==> src/rtl/imem_arbiter.sv <==
// rtl/imem_arbiter.sv - round-robin line arbiter sharing one word-wide memory port between I-cache and D-cache
module imem_arbiter #(
  parameter int ADDR_WIDTH = 32,
  parameter int LINE_WIDTH = 128,
  parameter int MEM_WIDTH  = 32
) (
  input  logic                  clock,
  input  logic                  reset_n,
  input  logic [ADDR_WIDTH-1:0] m0_addr,
  input  logic                  m0_rd,
  input  logic                  m0_wr,
  input  logic [LINE_WIDTH-1:0] m0_wdata,
  output logic [LINE_WIDTH-1:0] m0_rdata,
  output logic                  m0_waitrequest,
  input  logic [ADDR_WIDTH-1:0] m1_addr,
  input  logic                  m1_rd,
  input  logic                  m1_wr,
  input  logic [LINE_WIDTH-1:0] m1_wdata,
  output logic [LINE_WIDTH-1:0] m1_rdata,
  output logic                  m1_waitrequest,
  output logic [ADDR_WIDTH-1:0] mem_addr,
  output logic                  mem_rd,
  output logic                  mem_wr,
  output logic [MEM_WIDTH-1:0]  mem_wdata,
  input  logic [MEM_WIDTH-1:0]  mem_rdata,
  input  logic                  mem_waitrequest,
  output logic [1:0]            grant
);

  localparam int BEATS  = LINE_WIDTH / MEM_WIDTH;
  localparam int BEAT_W = (BEATS > 1) ? $clog2(BEATS) : 1;
  localparam logic [BEAT_W-1:0]     LAST_BEAT  = BEAT_W'(BEATS - 1);
  localparam logic [ADDR_WIDTH-1:0] LINE_MASK  = ~ADDR_WIDTH'(LINE_WIDTH / 8 - 1);
  localparam logic [ADDR_WIDTH-1:0] BEAT_BYTES = ADDR_WIDTH'(MEM_WIDTH / 8);

  typedef enum logic [1:0] {
    IDLE = 2'd0,
    XFER = 2'd1,
    DONE = 2'd2
  } state_t;

  state_t                state;
  logic [BEAT_W-1:0]     beat;
  logic                  owner;
  logic                  last_owner;
  logic                  op_wr;
  logic [LINE_WIDTH-1:0] wbuf;

  logic                  req0;
  logic                  req1;
  logic                  pick1;
  logic                  sel_wr;
  logic [ADDR_WIDTH-1:0] sel_addr;
  logic [LINE_WIDTH-1:0] sel_wdata;

  // Master 1 wins only when alone or when master 0 was served last.
  always_comb begin
    req0      = m0_rd | m0_wr;
    req1      = m1_rd | m1_wr;
    pick1     = req1 & (~req0 | ~last_owner);
    sel_wr    = pick1 ? m1_wr    : m0_wr;
    sel_addr  = pick1 ? m1_addr  : m0_addr;
    sel_wdata = pick1 ? m1_wdata : m0_wdata;
  end

  always_ff @(posedge clock) begin
    if (!reset_n) begin
      state          <= IDLE;
      beat           <= '0;
      owner          <= 1'b0;
      last_owner     <= 1'b1;
      op_wr          <= 1'b0;
      wbuf           <= '0;
      m0_rdata       <= '0;
      m1_rdata       <= '0;
      m0_waitrequest <= 1'b1;
      m1_waitrequest <= 1'b1;
      mem_addr       <= '0;
      mem_rd         <= 1'b0;
      mem_wr         <= 1'b0;
      mem_wdata      <= '0;
      grant          <= 2'b00;
    end else begin
      case (state)
        IDLE: begin
          if (req0 | req1) begin
            owner     <= pick1;
            op_wr     <= sel_wr;
            beat      <= '0;
            mem_addr  <= sel_addr & LINE_MASK;
            mem_rd    <= ~sel_wr;
            mem_wr    <= sel_wr;
            mem_wdata <= sel_wdata[LINE_WIDTH-1 -: MEM_WIDTH];
            wbuf      <= sel_wdata << MEM_WIDTH;
            grant     <= pick1 ? 2'b10 : 2'b01;
            state     <= XFER;
          end
        end

        XFER: begin
          if (!mem_waitrequest) begin
            // Beat k lands in the k-th word from the top of the line.
            if (!op_wr) begin
              for (int k = 0; k < BEATS; k++) begin
                if (beat == BEAT_W'(k)) begin
                  if (owner)
                    m1_rdata[LINE_WIDTH-1-k*MEM_WIDTH -: MEM_WIDTH] <= mem_rdata;
                  else
                    m0_rdata[LINE_WIDTH-1-k*MEM_WIDTH -: MEM_WIDTH] <= mem_rdata;
                end
              end
            end
            beat <= beat + 1'b1;
            if (beat == LAST_BEAT) begin
              last_owner <= owner;
              mem_rd     <= 1'b0;
              mem_wr     <= 1'b0;
              if (owner)
                m1_waitrequest <= 1'b0;
              else
                m0_waitrequest <= 1'b0;
              state <= DONE;
            end else begin
              mem_addr  <= mem_addr + BEAT_BYTES;
              mem_wdata <= wbuf[LINE_WIDTH-1 -: MEM_WIDTH];
              wbuf      <= wbuf << MEM_WIDTH;
            end
          end
        end

        DONE: begin
          m0_waitrequest <= 1'b1;
          m1_waitrequest <= 1'b1;
          grant          <= 2'b00;
          state          <= IDLE;
        end

        default: begin
          state <= IDLE;
        end
      endcase
    end
  end

endmodule

==> config.mk <==
export PLATFORM = sky130hd
export DESIGN_NAME = imem_arbiter
export DESIGN_NICKNAME = d
export VERILOG_FILES = /design/src/rtl/imem_arbiter.sv
export SDC_FILE = /design/constraint.sdc
export NUM_CORES = 1
export LEC_CHECK = 0
export CORE_AREA = 2 2 266 268
export CTS_BUF_LIST = sky130_fd_sc_hd__clkbuf_4 sky130_fd_sc_hd__clkbuf_8
export DETAILED_ROUTE_END_ITERATION = 16
export DIE_AREA = 0 0 268 270
export PLACE_DENSITY = 0.57
export SETUP_SLACK_MARGIN = 0.1
export SYNTH_ARGS = -nofsm -noshare
export SYNTH_HDL_FRONTEND = slang
export SYNTH_SLANG_ARGS = --single-unit
==> constraint.sdc <==
create_clock -name clock -period 4.13 [get_ports clock]
set_clock_uncertainty 0.05 [all_clocks]
set_input_delay 1.0325 -clock clock [delete_from_list [all_inputs] [get_ports clock]]
set_output_delay 1.0325 -clock clock [all_outputs]
set_load 0.02 [all_outputs]
# Yosys cells after proc, flatten, opt, wreduce, memory -nomap -nowiden
# Cells that the tools add are included.
# word_totals
register_bits,461
in_bits,359
out_inout_bits,326
wordCells,106
# op_classes
n_addsub,2
eq_ne,11
n_mux,39
n_bitwise,11
n_reduce_logical,22
# op_table
operator,count
$mux W128,4
$pmux W128 S2,1
$mux W32,7
$pmux W32 S2,2
$reduce_and A5 Y1,8
$add A32 B3 Y32 const B,1
$reduce_and A4 Y1,4
$mux W2,7
$ne A2 B2 Y1 const B,6
$pmux W2 S2,3
$mux W1,11
$reduce_and A3 Y1,3
$pmux W1 S2,4
$eq A2 B2 Y1 const B,3
$not A1 Y1,6
$reduce_bool A2 Y1,3
$eq A2 B1 Y1 const B,2
$logic_not A2 Y1,2
$or A1 B1 Y1,4
$reduce_and A2 Y1,2
$add A2 B1 Y2 const B,1
$and A1 B1 Y1,1

# Logic depth before layout (Yosys ltp)
# logic_depth
ltp_word,8
depth_mapped,9

# Worst setup path after synthesis
# No wires, ideal clock.
# synth_timing
path_type,input port to flip-flop
startpoint,input m1_wr
endpoint,register mem_wdata[13]
setup_ns,0.116
arrival_time_ns,2.532
setup_slack_ns,1.432
path_stages,9
n_path_buf,4
cell_sequence,or4_1 > clkbuf_1 > a21o_1 > buf_6 > nand2_8 > buf_6 > buf_6 > a311oi_1 > a31o_1
# synth_via
elab_chain_cells,5
word_cells_on_any_way,8
# synth_lines
item,line,text
start: declaration,17,"input logic m1_wr,"
$or A1 B1 Y1 (*),59,req1 = m1_rd | m1_wr;
$and A1 B1 Y1,60,pick1 = req1 & (~req0 | ~last_owner);
$mux W128,63,sel_wdata = pick1 ? m1_wdata : m0_wdata;
$mux W32,86,if (req0 | req1) begin
$pmux W32 S2,84,case (state)
end signal: assignment,93,mem_wdata <= sel_wdata[LINE_WIDTH-1 -: MEM_WIDTH];
end signal: assignment,125,mem_wdata <= wbuf[LINE_WIDTH-1 -: MEM_WIDTH];
end: declaration,24,"output logic [MEM_WIDTH-1:0] mem_wdata,"
# Mark *: on every way between the ends. The rest lies on a longest branch, timed or not. The select of a mux whose other input is x is not followed.
# A chain may end at the register's enable or synchronous reset.

# Final worst setup path
# layout_timing
startpoint,input m1_wr
endpoint,register mem_wdata[10]
# Same word-level chain as after synthesis.

==> flow_summary.yaml <==
critical_path:
  crit_type: "in2reg"
  start_kind: "primary input"
  critPathRequiredTime_ns: 4.64
  timing.rr.start: "state[1]$_SDFFE_PN0P_"
  crit_start: "m1_wr"
  critPathArrivalTime_ns: 3.50
  end_kind: "flop"
  crit_fanout: 54
synth:
  synth_common_cells: "789 x nand2_1, 427 x dfxtp_1, 226 x a21boi_0, 135 x clkbuf_1, 128 x nor2_1"
  ys_async_sr_fraction: 0
  synth-seq-area-share: 0.448
  synth_warnings: 0
  synth_area_um2: 19100
  ys_ff_latch: 427
  netlist_top_cells_area: "dfxtp_1 45%, nand2_1 16%, a21boi_0 8.9%, a311oi_1 4.5%, a31o_2 3.8%"
  ys_types: 65
  synth_most_common_cell: "nand2_1"
  avgSynthCellArea_um2: 8.08
  ys.flop_type: "dfxtp_1"
  synth.largest_area_cell: "dfxtp_1"
  synth_edf_count: 0
  yosys.area.top_type_share: 0.448
  synthCells: 2361
hold_path:
  hp-start: "m0_rdata[117]$_SDFFE_PN0P_"
  hold_path_class: "reg2reg"
routing:
  drt_iter0_drc: 1092
  routed-via-count: 19400
  remaining_drc_errors: 0
  ant_nets: 0
  wire_per_inst_um: 20.7
  wl_um: 81900
  firstDrtPassIters: 5
  viasPerCell: 4.92
grt:
  antenna_found_initial: 11
  grt_pass1_wl_um: 119000
  grt_pass1_vias: 18900
  grt_usage: 0.216
  grt_overflow: 0
  grt_max_degree: 260
final_layout:
  n_fill_cell: 7002
  seq_area_um2: 8550
  syn_to_final_growth_pct: 48.5
  final_util: 0.407
  multi_input_area_um2: 9440
  drive_gt1_frac: 0.0990
  nets: 3302
pwr:
  pwr_density_cell_nw_per_um2: 379
  max-vdd-ir-drop_mv: 0.187
  p_leak_nw: 10.0
sta:
  setup-violations-final: 0
  max_freq_mhz: 335
  finalHoldViolations: 0
  hold_ws_ns: 0.401
  timing.setup.tns_ns: 0
  period_share: 0.723
  period_minus_slack_ns: 2.99
  relSlewSlack: 0.0997
  postLayoutSetupSlackWorst_ns: 1.14
  rsz0062_at_grt: "no"
  slew_violations: 0
  worst_slew_pin_slew_ns: 1.35
die:
  dieArea_um2: 72400
  die_w_um: 268
  rows: 97
  start_util: 0.274
  core-area_um2: 69500
  die_y_um: 270
  ios: 685
cts:
  clkTransAtPathRegs_ns: 0.06
  cts-root-buf: "clkbuf_8"
  cts_buffers: 80
  cts_tree: "yes"
  clkSinkCount: 427
  cts_max_path_buffers: 3
  cts-htree-levels: 3
  insertion_delay_ns: 0.67
  post_cts_buffers: 0
  cts-hold-fix-buffers: 0
  ctsResizeCount: 0
place:
  pre_cts_ws_ns: 0.474
  gp_congestion: 0.894
  io_buffer_count: 674
  dp_hpwl_um: 59200
status:
  status: "finished, final reports clean"
job:
  maxCapViolCount: 0
-- flip-flops by register name, summed over array words and instances, names as in the netlist, 2 cells and up --
| name | count |
|---|---|
| state | 2 |
| m1_rdata | 128 |
| grant | 2 |
| wbuf | 96 |
| mem_addr | 30 |
| mem_wdata | 32 |
| beat | 2 |
| m0_rdata | 128 |
-- per-stage QoR --
step / total power, W / cells / cell area (um2)
floorplan: 0.00536 / 2362 / 19100
global placement: 0.00623 / 3796 / 26500
detailed placement: 0.00625 / 3796 / 26500
CTS: 0.0109 / 3941 / 28300
global route: 0.0112 / 3944 / 28300
finish: 0.0107 / 3949 / 28300
-- cell families (layout without fill, tap and decap cells) --
kind of cell	Yosys count	count (layout)	share of synthesized area
and+or+nand+nor	1042	1042	0.222
AOI/OAI and AO/OA	598	598	0.241
DFF	427	427	0.448
buffers and inverters	238	877	0.0591
muxes	49	49	0.0259
adders and majority gates	5	5	0.00328
other	1	10	0.000197
xor gates and xnor gates	1	1	0.000459
-- cells in the final DEF, fill, tap and decap left out, types with 4 or more instances in the layout --
| cell type | Yosys | routed |
|---|---|---|
| nor2_1 | 128 | 127 |
| a21boi_1 | 38 | 38 |
| a21oi_1 | 19 | 19 |
| o31ai_1 | 4 | 4 |
| a211oi_1 | 4 | 4 |
| nor3_1 | 10 | 10 |
| nor2b_1 | 6 | 6 |
| a31o_2 | 82 | 82 |
| ha_1 | 5 | 5 |
| buf_12 | 0 | 15 |
| o32ai_1 | 6 | 6 |
| inv_1 | 8 | 8 |
| a32o_1 | 4 | 4 |
| and3_1 | 10 | 10 |
| diode_2 | 0 | 8 |
| clkinv_2 | 0 | 7 |
| mux2i_1 | 47 | 47 |
| a21boi_0 | 226 | 226 |
| o21ai_0 | 50 | 50 |
| nand2_1 | 789 | 787 |
| clkdlybuf4s50_1 | 0 | 673 |
| dfxtp_1 | 427 | 427 |
| a31o_1 | 18 | 18 |
| a31oi_1 | 14 | 14 |
| and2_1 | 41 | 42 |
| a311oi_1 | 98 | 98 |
| nand3_1 | 18 | 18 |
| clkbuf_8 | 0 | 101 |
| clkbuf_4 | 0 | 25 |
| buf_4 | 35 | 35 |
| o22ai_1 | 9 | 9 |
| nand4_1 | 13 | 13 |
-- worst max-delay path: stages --
cell	delay, ns
clkdlybuf4s50_1	0.47
or4_1	0.68
a21o_1	0.35
nand2_8	0.34
buf_4	0.27
a311oi_1	0.07
a31o_2	0.27
-- area by class of cell --
cell class	count	area share
Tap cell	940	0.0415
Antenna cell	8	0.000707
Timing Repair Buffer	724	0.258
Multi-Input combinational cell	1697	0.333
Clock inverter	19	0.00742
Inverter	8	0.00106
Clock buffer	126	0.0557
Sequential cell	427	0.302
-- final timing paths --
kind,endpoint,slack (ns),cells after the start
max,mem_wdata[10]$_SDFFE_PN0P_,1.14,7
min,m0_rdata[117]$_SDFFE_PN0P_,0.40,2
max reg2reg,wbuf[112]$_SDFFE_PN0P_,1.49,5
min reg2reg,m0_rdata[117]$_SDFFE_PN0P_,0.40,2
-- power breakdown --
| part | total [W] | switching, W | internal (W) |
|---|---|---|---|
| clock network | 0.00457 | 0.00198 | 0.00259 |
| registers | 0.00447 | 0.000152 | 0.00431 |
| logic | 0.00169 | 0.000880 | 0.000810 |
| total | 0.0107 | 0.00301 | 0.00771 |
-- layer usage --
layer / track usage / share of wire
met2: 0.374 / 0.49
met5: 0 / 0.00027
met1: 0.244 / 0.39
met3: 0.0613 / 0.084
met4: 0.0978 / 0.041
No activity file was read; power rests on OpenSTA's default activity.
==> edit 1 (same settings) <==
Set the parameter `ADDR_WIDTH` to 16 (it was 32).
--- a/src/rtl/imem_arbiter.sv
+++ b/src/rtl/imem_arbiter.sv
@@ -2,3 +2,3 @@
 module imem_arbiter #(
-  parameter int ADDR_WIDTH = 32,
+  parameter int ADDR_WIDTH = 16,
   parameter int LINE_WIDTH = 128,
Ports: changed (resized m0_addr, m1_addr and mem_addr); port bits go from 685 to 637. No check against the original RTL was run, so the function may have changed too.
==> edit 1 against the unedited design <==
Final cell count fell by 4.3%; sequential cell count fell by 16; routed wire length fell by 5.9%; sequential power fell by 4%; combinational power fell by 12%; sequential share of layout area rose by 0.35 points; power fell by 8.4%; cell area fell by 4.8%; setup slack got worse by 0.14 ns; count of clock-buffer cells in the layout fell by 12; synthesized area fell by 3.0%; clock power fell by 11%; largest power group is now registers; global-route usage fell by 1.1 points.
==> edit 1: results (changes against the unedited design) <==
* Static Leakage at 9.27 nW (-7.3%)
* Register-to-Register Setup Slack at 1.42 ns (-0.07 ns)
* Detailed route wirelength on metal2 at 37800 um (-5.2%)
* Diode count at 0 (-8)
* Metal-1 WL at 31600 um (-0.31%)
* Vias in the first global route at 17.6k (-6.8%)
* Initial antenna violation count at 2 (-9)
* Endpoint arrival time on the critical path at 3.61 ns (+0.11 ns)
* First-pass GRT wire length at 112000 um (-5.2%)
* Transition time of the tightest slew-check pin at 1.27 ns (-0.0791 ns)
* Top post-synthesis cells by area: sky130_fd_sc_hd__dfxtp_1, sky130_fd_sc_hd__nand2_1, sky130_fd_sc_hd__a21boi_0
* Most instantiated cells after synthesis: sky130_fd_sc_hd__nand2_1, sky130_fd_sc_hd__dfxtp_1, sky130_fd_sc_hd__a21boi_0
* Total number of nets in the final design at 3115 (-5.7%)
* Total CTS buffers at 74 (-7.5%)
* Worst Path Max Fanout at 40 (-26%)
* Dpl hpwl at 56100 um (-5.2%)
* Max VDD drop at 0.000168 V (-10%)
* Highest cell delay on the worst timing path at 0.60 ns (-0.08 ns)
* Status: finished clean
* Maximum number of pins on one net before global-route repair at 142 (-45%)
* Number of buffers on the longest clock path at 3 (unchanged)
* Routing usage on met1 at 24.9% (+0.48 points)
* Placed cell area at 25300 um^2 (-4.4%)
* Met3 Use GR at 4.64% (-1.5 points)
* Hold WS at 0.405 ns (+0.00313 ns)
* Fraction of layout cells with a size suffix above 1 at 7.54% (-2.4 points)
* Number of fillers in the final layout at 6990 (-0.17%)
* All-Layer GR Usage at 20.5% (-1.1 points)
* Distinct cell type count of the synthesized netlist at 62 (-4.6%)
* DR vias/cell at 4.87 (-0.87%)
* Internal cell power at 0.00709 W (-8.2%)
* Sequential area share after synthesis at 44.5% (-0.36 points)
* Cell chosen for the clock root: sky130_fd_sc_hd__clkbuf_8
* CP top delay family: buffers and inverters
* Iteration-0 DRC count of the detailed router at 1229 (+13%)
* GP Congestion at 0.838 (-6.2%)
* Global Route met2 Usage at 35.7% (-1.7 points)
## edit 1: cell count changes after synthesis, sizes merged, moves of 34 or more
cell	before	now
a31o	100	0
and3	10	100
nor2	128	17
a21boi	264	299
a211oi	4	98
mux2i	47	0
a311oi	98	0
and2	44	10
nand2	790	566
o21ai	51	149
nand3	18	145
o211ai	1	98
## edit 1: final timing paths
path	start	to
setup / recovery	m1_rd	mem_wdata[26]
hold / removal	m0_rdata[4]	m0_rdata[4]
setup reg to reg	state[1]	wbuf[76]
hold reg to reg	m0_rdata[4]	m0_rdata[4]
## edit 1: area by class of cell
class	instances	area share, %
clock buffers	114	5.36
inverters	5	0.0697
flip-flops and latches	411	30.5
clock inverters	18	0.576
well taps	940	4.36
multi-input cells	1609	33.8
repair buffers	682	25.3
## edit 1: through the flow
stage	utilization, %	std cells	total power (W)	setup WS, ns
after floorplan	-	2279	0.00505	1.69
after global routing	38.7	3779	0.0102	0.955
after detailed placement	36.4	3647	0.00584	0.297
after global placement	36.4	3647	0.00583	0.328
after CTS	38.7	3779	0.00996	1.03
final	38.7	3779	0.00983	1.01
## edit 1: cells by family after synthesis
| kind of cell | after synthesis | synth area share, % |
|---|---|---|
| adders and majority gates | 5 | 0.338 |
| other | 1 | 0.0203 |
| muxes | 1 | 0.0609 |
| DFF | 411 | 44.5 |
| and+or+nand+nor | 882 | 21.2 |
| buffers and inverters | 259 | 6.68 |
| AOI/OAI and AO/OA | 719 | 27.2 |
## edit 1: power by group through the flow
stage / registers (W) / logic (W) / clock network (W)
2_1_floorplan: 0.00439 / 0.000660 / 0
3_3_place_gp: 0.00435 / 0.00148 / 0
3_5_place_dp: 0.00435 / 0.00149 / 0
4_1_cts: 0.00427 / 0.00149 / 0.00419
5_1_grt: 0.00428 / 0.00158 / 0.00437
6_report: 0.00427 / 0.00148 / 0.00408
==> edit 2 (same flow settings) <==
Without the edit above. Reset style: asynchronous (`reset_n`), changed in one clocked block.
--- a/src/rtl/imem_arbiter.sv
+++ b/src/rtl/imem_arbiter.sv
@@ -65,3 +65,3 @@
 
-  always_ff @(posedge clock) begin
+  always_ff @(posedge clock or negedge reset_n) begin
     if (!reset_n) begin
Function: not settled (the Yosys comparison gave no result); the edit may change what the design does.
==> edit 2 against the unedited design <==
Setup slack got worse by 0.057 ns; routed wire length decreased by 11%; cell area increased by 1.4%; synthesized area increased by 0.24%; core utilization increased by 0.57 points; first-iteration DRC count decreased by 6.0%; highest routed layer is now met4; sequential cell count unchanged; register-to-register slack improved by 0.10 ns; maximum frequency decreased by 1.9%.
Power is not compared: it rests on default switching activity, and its combinational part moved more than twofold at a synthesized area within 25%.
==> edit 2: results (changes against the unedited design) <==
* Status: finished clean
* Endpoint arrival time on the critical path at 1.96 ns (-1.54 ns)
* Iteration-0 DRC count of the detailed router at 1027 (-6.0%)
* Total CTS buffers at 79 (-1.3%)
* DR vias/cell at 4.84 (-1.6%)
* DRT Wirelength at 73000 um (-11%)
* Fraction of the mapped netlist area in compound gates at 12.9% (-11 points)
* Via count at 16.2k (-17%)
* Hold WS at 0.374 ns (-0.0275 ns)
* Dpl hpwl at 53700 um (-9.3%)
* Total number of nets in the final design at 2712 (-18%)
* All-Layer GR Usage at 19.9% (-1.7 points)
* Transition time of the tightest slew-check pin at 0.990 ns (-0.360 ns)
* Number of fillers in the final layout at 6625 (-5.4%)
* Worst Path Max Fanout at 3 (-94%)
* Most instantiated cells after synthesis: sky130_fd_sc_hd__dfrtp_1, sky130_fd_sc_hd__nand2_1, sky130_fd_sc_hd__mux2_2
* CTS H-tree lvls at 3 (unchanged)
* Initial antenna violation count at 14 (+3)
* Fraction of layout cells with a size suffix above 1 at 19.9% (+10 points)
* Vias in the first global route at 16.9k (-10%)
* Placed cell area at 27100 um^2 (+2.3%)
* Final worst path period share at 73.7% (+1.4 points)
* Highest cell delay on the worst timing path at 0.77 ns (+0.09 ns)
* CP top delay family: buffers and inverters
* Total Negative Setup Slacks at 0 ns (unchanged)
* Synth warn at 0 (unchanged)
* Worst path slowest cell: sky130_fd_sc_hd__clkdlybuf4s50_1
* GP Congestion at 0.874 (-2.2%)
* Number of buffers on the longest clock path at 3 (unchanged)
* Register-to-Register Setup Slack at 1.59 ns (+0.10 ns)
* Place WS at 0.613 ns (+0.138 ns)
* Cell total after placement at 3207 (-16%)
* Multiplexer share of the synthesized area at 17.5% (+15 points)
* Synthesized area per cell at 11.5 um^2 (+42%)
* Share of synthesized cell area in full adder, half adder and majority cells at 0.327% (-0.00079 points)
* First-pass GRT wire length at 108000 um (-9.0%)
* Share of synthesized registers carrying an async set or reset at 100% (+100 points)
* Sequential cell area at 10700 um^2 (+25%)
* Sequential area share after synthesis at 55.9% (+11 points)
* PortBufs at 674 (unchanged)
* Post-synthesis xor/xnor area fraction at 0% (-0.046 points)
* Maximum number of pins on one net before global-route repair at 155 (-40%)
* Combinational power at about 0.012 W
* Top post-synthesis cells by area: sky130_fd_sc_hd__dfrtp_1, sky130_fd_sc_hd__mux2_2, sky130_fd_sc_hd__nand2_1
* Hold crit path type: input pin to async pin
-- edit 2: cell count changes after synthesis, moves of 10 or more --
cell                       change
sky130_fd_sc_hd__nand2_1     -515
sky130_fd_sc_hd__a21boi_1     -38
sky130_fd_sc_hd__a21boi_0    -225
sky130_fd_sc_hd__mux2_2      +262
sky130_fd_sc_hd__buf_4        -31
sky130_fd_sc_hd__dfrtp_1     +424
sky130_fd_sc_hd__a31o_1       -18
sky130_fd_sc_hd__a31o_2       -78
sky130_fd_sc_hd__clkbuf_1     -85
sky130_fd_sc_hd__a21o_1       +97
sky130_fd_sc_hd__dfxtp_1     -427
sky130_fd_sc_hd__and2_1       -39
sky130_fd_sc_hd__nor2_1       -19
sky130_fd_sc_hd__mux2i_1      -10
-- edit 2: cells by family after synthesis --
family                   after synthesis
other                                  1
buffers and inverters                130
AND/OR/NAND/NOR                      460
flip-flops                           427
multiplexers                         301
AO/OA/AOI/OAI                        337
adder cells (fa/ha/maj)                5
-- edit 2: layout make-up --
type,instances,area share (%)
clock inverters,8,0.362
well taps,940,4.10
inverters,8,0.105
multi-input cells,1105,27.5
diodes,14,0.122
flip-flops and latches,427,37.2
repair buffers,727,25.5
clock buffers,121,5.10
-- edit 2: layer usage --
layer,vias to the layer above,track usage (%),wire (um)
met4,0,9.81,3000
met2,604,33.3,36200
li1,7362,-,-
met3,142,4.32,4450
met1,8100,24.1,29300
met5,-,0,0
-- edit 2: final timing paths --
kind                                start             end  cells after the start
setup reg to reg                 state[1]        wbuf[97]                      5
setup / recovery           m0_waitrequest  m0_waitrequest                      1
hold reg to reg            m1_waitrequest  m1_waitrequest                      2
hold / removal                    reset_n   mem_wdata[10]                      1
min in group clock         m1_waitrequest  m1_waitrequest                      2
max in group asynchronous         reset_n    m0_rdata[76]                      2
